===== src/rtl/rst_clear_sequencer.sv =====
// Reset/clear sequencer: synchronises board-reset deassertion, holds and releases
// the per-domain resets in staggered order, then serves req/ack software clears.
module rst_clear_sequencer #(
    parameter int unsigned SYNC_STAGES = 2,
    parameter int unsigned HOLD_CYCLES = 16,
    parameter int unsigned NUM_DOMAINS = 4,
    parameter int unsigned STAGE_GAP   = 4,
    parameter int unsigned CLR_WIDTH   = 3
) (
    input  logic                   clk,
    input  logic                   rst,
    input  logic                   clr_req,
    output logic                   clr_ack,
    output logic [NUM_DOMAINS-1:0] rst_out,
    output logic                   ready
);

    localparam int unsigned CNT_MAX = (HOLD_CYCLES > CLR_WIDTH) ? HOLD_CYCLES : CLR_WIDTH;
    localparam int unsigned CNT_W   = $clog2(CNT_MAX + 1);
    localparam int unsigned GAP_W   = $clog2(STAGE_GAP + 1);

    localparam logic [CNT_W-1:0] HOLD_LAST = CNT_W'(HOLD_CYCLES - 1);
    localparam logic [CNT_W-1:0] CLR_LAST  = CNT_W'(CLR_WIDTH - 1);
    localparam logic [CNT_W-1:0] CNT_SAT   = CNT_W'(CNT_MAX);
    localparam logic [GAP_W-1:0] GAP_LAST  = GAP_W'(STAGE_GAP - 1);
    localparam logic [GAP_W-1:0] GAP_SAT   = GAP_W'(STAGE_GAP);

    typedef enum logic [2:0] {
        ST_RESET,
        ST_HOLD,
        ST_RELEASE,
        ST_RUN,
        ST_CLEAR,
        ST_ACK
    } state_e;

    state_e                 state_q, state_d;
    logic [CNT_W-1:0]       cnt_q, cnt_d;
    logic [GAP_W-1:0]       gap_q, gap_d;
    logic [NUM_DOMAINS-1:0] rst_out_q, rst_out_d;
    logic                   ready_q, ready_d;
    logic                   clr_ack_q, clr_ack_d;
    logic [SYNC_STAGES-1:0] sync_q;
    logic                   rst_sync;

    // Assert asynchronously, deassert only after SYNC_STAGES clean edges.
    always_ff @(posedge clk or posedge rst) begin
        if (rst) begin
            sync_q <= '1;
        end else begin
            sync_q <= {sync_q[SYNC_STAGES-2:0], 1'b0};
        end
    end

    assign rst_sync = sync_q[SYNC_STAGES-1];

    always_ff @(posedge clk or posedge rst) begin
        if (rst) begin
            state_q   <= ST_RESET;
            cnt_q     <= '0;
            gap_q     <= '0;
            rst_out_q <= '1;
            ready_q   <= 1'b0;
            clr_ack_q <= 1'b0;
        end else begin
            state_q   <= state_d;
            cnt_q     <= cnt_d;
            gap_q     <= gap_d;
            rst_out_q <= rst_out_d;
            ready_q   <= ready_d;
            clr_ack_q <= clr_ack_d;
        end
    end

    // Outputs are computed from the next state so they change together with it.
    always_comb begin
        state_d   = state_q;
        cnt_d     = cnt_q;
        gap_d     = gap_q;
        rst_out_d = rst_out_q;

        case (state_q)
            ST_RESET: begin
                rst_out_d = '1;
                if (!rst_sync) begin
                    state_d = ST_HOLD;
                    cnt_d   = '0;
                end
            end
            ST_HOLD: begin
                if (cnt_q == HOLD_LAST) begin
                    state_d   = ST_RELEASE;
                    gap_d     = '0;
                    rst_out_d = rst_out_q << 1;
                end else if (cnt_q != CNT_SAT) begin
                    cnt_d = cnt_q + CNT_W'(1);
                end
            end
            // Shifting zeros in from bit 0 releases the lowest held domain each step.
            ST_RELEASE: begin
                if (rst_out_q == '0) begin
                    state_d = ST_RUN;
                end else if (gap_q == GAP_LAST) begin
                    gap_d     = '0;
                    rst_out_d = rst_out_q << 1;
                end else if (gap_q != GAP_SAT) begin
                    gap_d = gap_q + GAP_W'(1);
                end
            end
            ST_RUN: begin
                if (clr_req) begin
                    state_d   = ST_CLEAR;
                    cnt_d     = '0;
                    rst_out_d = '1;
                end
            end
            ST_CLEAR: begin
                if (cnt_q == CLR_LAST) begin
                    state_d   = ST_ACK;
                    rst_out_d = '0;
                end else if (cnt_q != CNT_SAT) begin
                    cnt_d = cnt_q + CNT_W'(1);
                end
            end
            ST_ACK: begin
                if (!clr_req) begin
                    state_d = ST_RUN;
                end
            end
            default: begin
                state_d   = ST_RESET;
                rst_out_d = '1;
            end
        endcase

        ready_d   = (state_d == ST_RUN);
        clr_ack_d = (state_d == ST_ACK);
    end

    assign rst_out = rst_out_q;
    assign ready   = ready_q;
    assign clr_ack = clr_ack_q;

endmodule


===== config.mk =====
export PLATFORM = sky130hd
export DESIGN_NAME = rst_clear_sequencer
export DESIGN_NICKNAME = d
export VERILOG_FILES = /design/src/rtl/rst_clear_sequencer.sv
export SDC_FILE = /design/constraint.sdc
export NUM_CORES = 1
export LEC_CHECK = 0
export CAP_MARGIN = 20
export CELL_PAD_IN_SITES_DETAIL_PLACEMENT = 1
export CELL_PAD_IN_SITES_GLOBAL_PLACEMENT = 2
export CORE_ASPECT_RATIO = 0.9
export CORE_MARGIN = 3
export CORE_UTILIZATION = 34
export DETAILED_ROUTE_END_ITERATION = 8
export MAX_ROUTING_LAYER = met4
export PLACE_DENSITY = 0.85
export SYNTH_ARGS = -nofsm -noshare
export SYNTH_HDL_FRONTEND = slang
export SYNTH_SLANG_ARGS = --single-unit

===== constraint.sdc =====
create_clock -name clk -period 2 [get_ports clk]
set_input_delay 0.5 -clock clk [delete_from_list [all_inputs] [get_ports clk]]
set_output_delay 0.5 -clock clk [all_outputs]
set_load 0.01 [all_outputs]

* Word-level counts from Yosys, hierarchy flattened
Cells that the tools add are included.
Word-level totals: register bits 19, input bits 3, output and inout bits 6, word-level logic and storage cells 62
Cells by class: $add $sub $neg 2, equality and inequality tests 21, muxes and demuxes 24, bitwise operators 1, reduce and logical (&&, ||, !) cells 7
Operators with widths (number):
- 2-to-1 mux 3 bit | 10
- 2-to-1 mux 5 bit | 5
- 2-to-1 mux 4 bit | 5
- case mux 4 bit (5 select lines) | 1
- case mux 5 bit (4 select lines) | 1
- case mux 3 bit (6 select lines) | 1
- != test 2 bit (second input constant) | 8
- equality test 3 x 2 -> 1 bit (second input constant) | 4
- equality test 3 bit (second input constant) | 3
- != test 3 bit (second input constant) | 2
- case mux 3 bit (2 select lines) | 1
- AND reduction 6 bit | 1
- adder 5 x 1 -> 5 bit (second input constant) | 1
- equality test 5 x 2 -> 1 bit (second input constant) | 1
- equality test 5 x 4 -> 1 bit (second input constant) | 1
- != test 5 bit (second input constant) | 1
- AND reduction 5 bit | 1
- logical NOT 4 bit | 1
- AND reduction 4 bit | 1
- nonzero test 4 bit | 1
- adder 3 x 1 -> 3 bit (second input constant) | 1
- equality test 3 x 1 -> 1 bit (second input constant) | 1
- logical NOT 3 bit | 1
- nonzero test 2 bit | 1
- NOT 1 bit | 1

* Depth between registers and ports, before layout
word-level depth 5, mapped depth 7, gate-level depth less buffers 7

* Worst setup path before layout
Ideal clock, no wire load.
path type reg-to-reg, start point reg cnt_q[0], end point reg cnt_q[2], library setup time 0.122 ns, arrival time 1.718 ns, required time 1.878 ns, path slack 0.161 ns, stages on the path, launching flop included 8, buffers on the path 0, clock period less this slack 1.839 ns, cells stage by stage dfrtp_1 ha_1 and3_1 ha_1 or2_4 a21oi_4 o32ai_1 a32o_1
Between the ends: cells in the longest elaborated chain, start to end 4, elaborated cells on any way between the ends 11, those cells by class add/sub (1); eq/ne (5); mux (4); reduce/logical (1)
RTL lines:
- from (decl) | line 38 | logic [CNT_W-1:0] cnt_q, cnt_d;
- from (signal assigned) | line 67 | cnt_q <= cnt_d;
- adder 5 x 1 -> 5 bit / != test 5 bit (equally long branches)
- 2-to-1 mux 5 bit | line 95, 121
- 2-to-1 mux 5 bit (on tied branches) | line 118, 91
- case mux 5 bit (4 select lines) | line 82 | case (state_q)
Parallel ways exist; a longest one is shown, timed or not. The select of a mux whose other input is x is not followed. A chain may end at the register's enable or synchronous reset.

* Final worst setup path
Same ends and word-level chain as after synthesis.

==> results.json <==
{
  "outcome": "complete, no violations",
  "wirelength_um": 2870,
  "finalSetupViolCount": 0,
  "antenna_found_initial": 0,
  "powerDensity_nw_per_um2": 1540,
  "ys_warn_count": 0,
  "relSlewSlack_pct": 62.6,
  "vias": 949,
  "drc": 0,
  "place_inst": 177,
  "cpMaxStageDelayCell": "dfrtp_1",
  "leakage_nw": 0.638,
  "cp_data_arrival_time_ns": 2.11,
  "ys_seq_area_share_pct": 38.6,
  "drv_slew": 0,
  "antenna_left": 0,
  "final_core_util_pct": 42.7,
  "crit_family": "compound AO/OA/AOI/OAI gates",
  "layoutNonFillerInstCount": 181,
  "syn_area_um2": 1250,
  "end_kind": "register",
  "dpl.hpwl_um": 2090,
  "die_w_um": 69.9,
  "slowest_delay_ns": 0.40,
  "holdCritStartpoint": "sync_q[0]",
  "cts_resized": 0,
  "initial_utilization_pct": 36.2,
  "clockPowerShare_pct": 12.0,
  "rrSetupSlack_ns": 0.04,
  "final_cell_area_um2": 1470,
  "post_cts_buffers": 0,
  "root_buffer": "clkbuf_8",
  "place_area_um2": 1420,
  "cts_buffers": 3,
  "die_area_um2": 4440,
  "cts.reportedPaths.clkPinSlew_ns": 0.07,
  "cp.buffers_inverters": 0,
  "fin_setup_tns_ns": 0,
  "clkSinkCount": 19,
  "via_per_inst": 5.24,
  "p_int_mw": 1.33,
  "ys_types": 48,
  "fillers": 403,
  "rows": 20,
  "netlist_instances": 120,
  "grt.overflow.total": 0,
  "nets": 147,
  "startpoint_type": "register",
  "worst-setup-path-type": "reg2reg",
  "path_common_cell": "ha_1",
  "combPwrFrac_pct": 56.8,
  "drtIter0Drc": 38,
  "h-tree-depth": 1,
  "tritoncts": "built",
  "netSwitchingFraction_pct": 41.4,
  "timing.final.hold_violations": 0,
  "sequentialPowerShare_pct": 31.2,
  "r2r-start": "cnt_q[0]",
  "worst_slew_pin_slew_ns": 0.558,
  "period_minus_slack_ns": 1.96,
  "dr.pass1.iters": 4,
  "reg2reg_to": "cnt_q[2]",
  "p_sw_mw": 0.939,
  "track_usage_pct": 14.5,
  "portBuffers": 8,
  "r2r_cells": 7,
  "clockBufferDepth": 2,
  "drive_above_1_share_pct": 24.1,
  "synth.net_count": 129,
  "place.gp.congestion": 0.873,
  "min_to": "sync_q[1]",
  "critPathMaxFanout": 7,
  "clk_latency_ns": 0.26,
  "fin_crit_sh_pct": 98.1,
  "syn_area_per_cell_um2": 10.4,
  "die_y_um": 63.5,
  "min-delay-path-class": "reg2reg",
  "grt_max_degree": 20,
  "synthToLayoutAreaGrowth_pct": 17.9,
  "finClkSkew_ns": 0.00257,
  "maxCapViolations": 0,
  "synth_edf_count": 0,
  "irDropWorstVdd_mv": 0.550,
  "hold_depth": 0,
  "grt_pass1_wl_um": 4950,
  "max_freq_mhz": 509,
  "antenna_cells": 0,
  "cts_hold_buf": 0,
  "coreArea_um2": 3450,
  "synthArstFlopShare_pct": 100,
  "hold_ws_ns": 0.357,
  "ys_ff_latch": 19,
  "grt_pass1_vias": 1024,
  "wl_per_cell_um": 15.9,
  "synth_flop_cell": "dfrtp_1",
  "crit_chain": "ha_1 > and3_1 > ha_1 > or2_4 > a21oi_4 > o32ai_2 > a32o_1",
  "num_io_pins": 9,
  "worstPathRequired_ns": 2.15
}
## cell families (layout without fill, tap and decap cells)
group                      after synthesis  in the layout  synth area share (%)
xor gates and xnor gates                 1              1                 0.701
adders and majority gates                6              6                  6.01
muxes                                    6              6                  5.41
AOI/OAI and AO/OA                       30             30                  18.8
and+or+nand+nor                         41             41                  23.8
buffers and inverters                   16             33                  6.31
DFF                                     19             19                  38.6
other                                    1              1                 0.300
## state kept, by name, indices dropped and copies added, names as in the netlist
register	flops
sync_q	2
rst_out	4
ready	1
cnt_q	5
gap_q	3
state_q	3
clr_ack	1
## worst max path at each step
stage	to	startpoint	cells after the start
after global routing	cnt_q[2]	cnt_q[0]	7
after detailed placement	rst_out[0]	clr_req	5
after CTS	rst_out[0]	cnt_q[0]	8
after global placement	rst_out[0]	clr_req	5
after floorplan	cnt_q[2]	cnt_q[0]	7
final	cnt_q[2]	cnt_q[0]	7
## Yosys cell counts, types with 2 or more instances
library cell	count	area, um2
dfrtp_1	13	325
inv_1	13	48.8
nor2b_1	8	50.1
dfstp_2	6	158
ha_1	6	75.1
nand2b_1	6	37.5
nor2_1	6	22.5
o22ai_1	6	37.5
nand2_1	5	18.8
a21oi_1	4	20.0
a32o_1	3	30.0
mux2i_1	3	30.0
a21boi_0	2	15.0
buf_6	2	22.5
o2bb2ai_1	2	17.5
or2b_1	2	15.0
or3_1	2	12.5
## cell type report
| type | instances | area, um2 | share of cell area (%) |
|---|---|---|---|
| clock buffers | 4 | 45.0 | 3.06 |
| inverters | 13 | 48.8 | 3.31 |
| multi-input cells | 85 | 702 | 47.6 |
| flip-flops and latches | 19 | 483 | 32.8 |
| well taps | 44 | 55.1 | 3.74 |
| repair buffers | 16 | 140 | 9.51 |
## power groups by stage
stage / sequential [mW] / clock (mW) / combinational (mW)
finish: 0.707 / 0.273 / 1.29
global route: 0.736 / 0.306 / 1.43
CTS: 0.704 / 0.287 / 1.24
detailed placement: 0.710 / 0 / 1.23
global placement: 0.703 / 0 / 1.20
floorplan: 0.674 / 0 / 0.895
## metal layers
| layer | up-vias | wire length (um) | part of all wire, % | global-route usage [%] |
|---|---|---|---|---|
| li1 | 461 | - | - | - |
| met1 | 459 | 1360 | 47 | 19.4 |
| met2 | 20 | 1310 | 46 | 21.6 |
| met3 | 9 | 100 | 3.5 | 2.55 |
| met4 | 0 | 97 | 3.4 | 6.46 |
| met5 | - | 0 | 0 | - |
## stage by stage
stage	setup WS (ns)	total power, mW
floorplan	0.161	1.57
finish	0.0370	2.27
detailed placement	0.0299	1.94
global placement	0.0331	1.91
global route	-0.0324	2.47
CTS	0.0542	2.23
## cells in the final DEF, fill, tap and decap left out, drive strengths merged, types with 4 or more instances in the layout
cell type | netlist | routed
buf | 3 | 8
ha | 6 | 6
dfstp | 6 | 6
clkbuf | 0 | 4
nor2 | 6 | 6
nand2 | 5 | 5
o22ai | 6 | 6
clkdlybuf4s50 | 0 | 8
nand2b | 7 | 7
dfrtp | 13 | 13
nor2b | 8 | 8
inv | 13 | 13
a21oi | 6 | 6
Power figures use the tool's default switching activity.
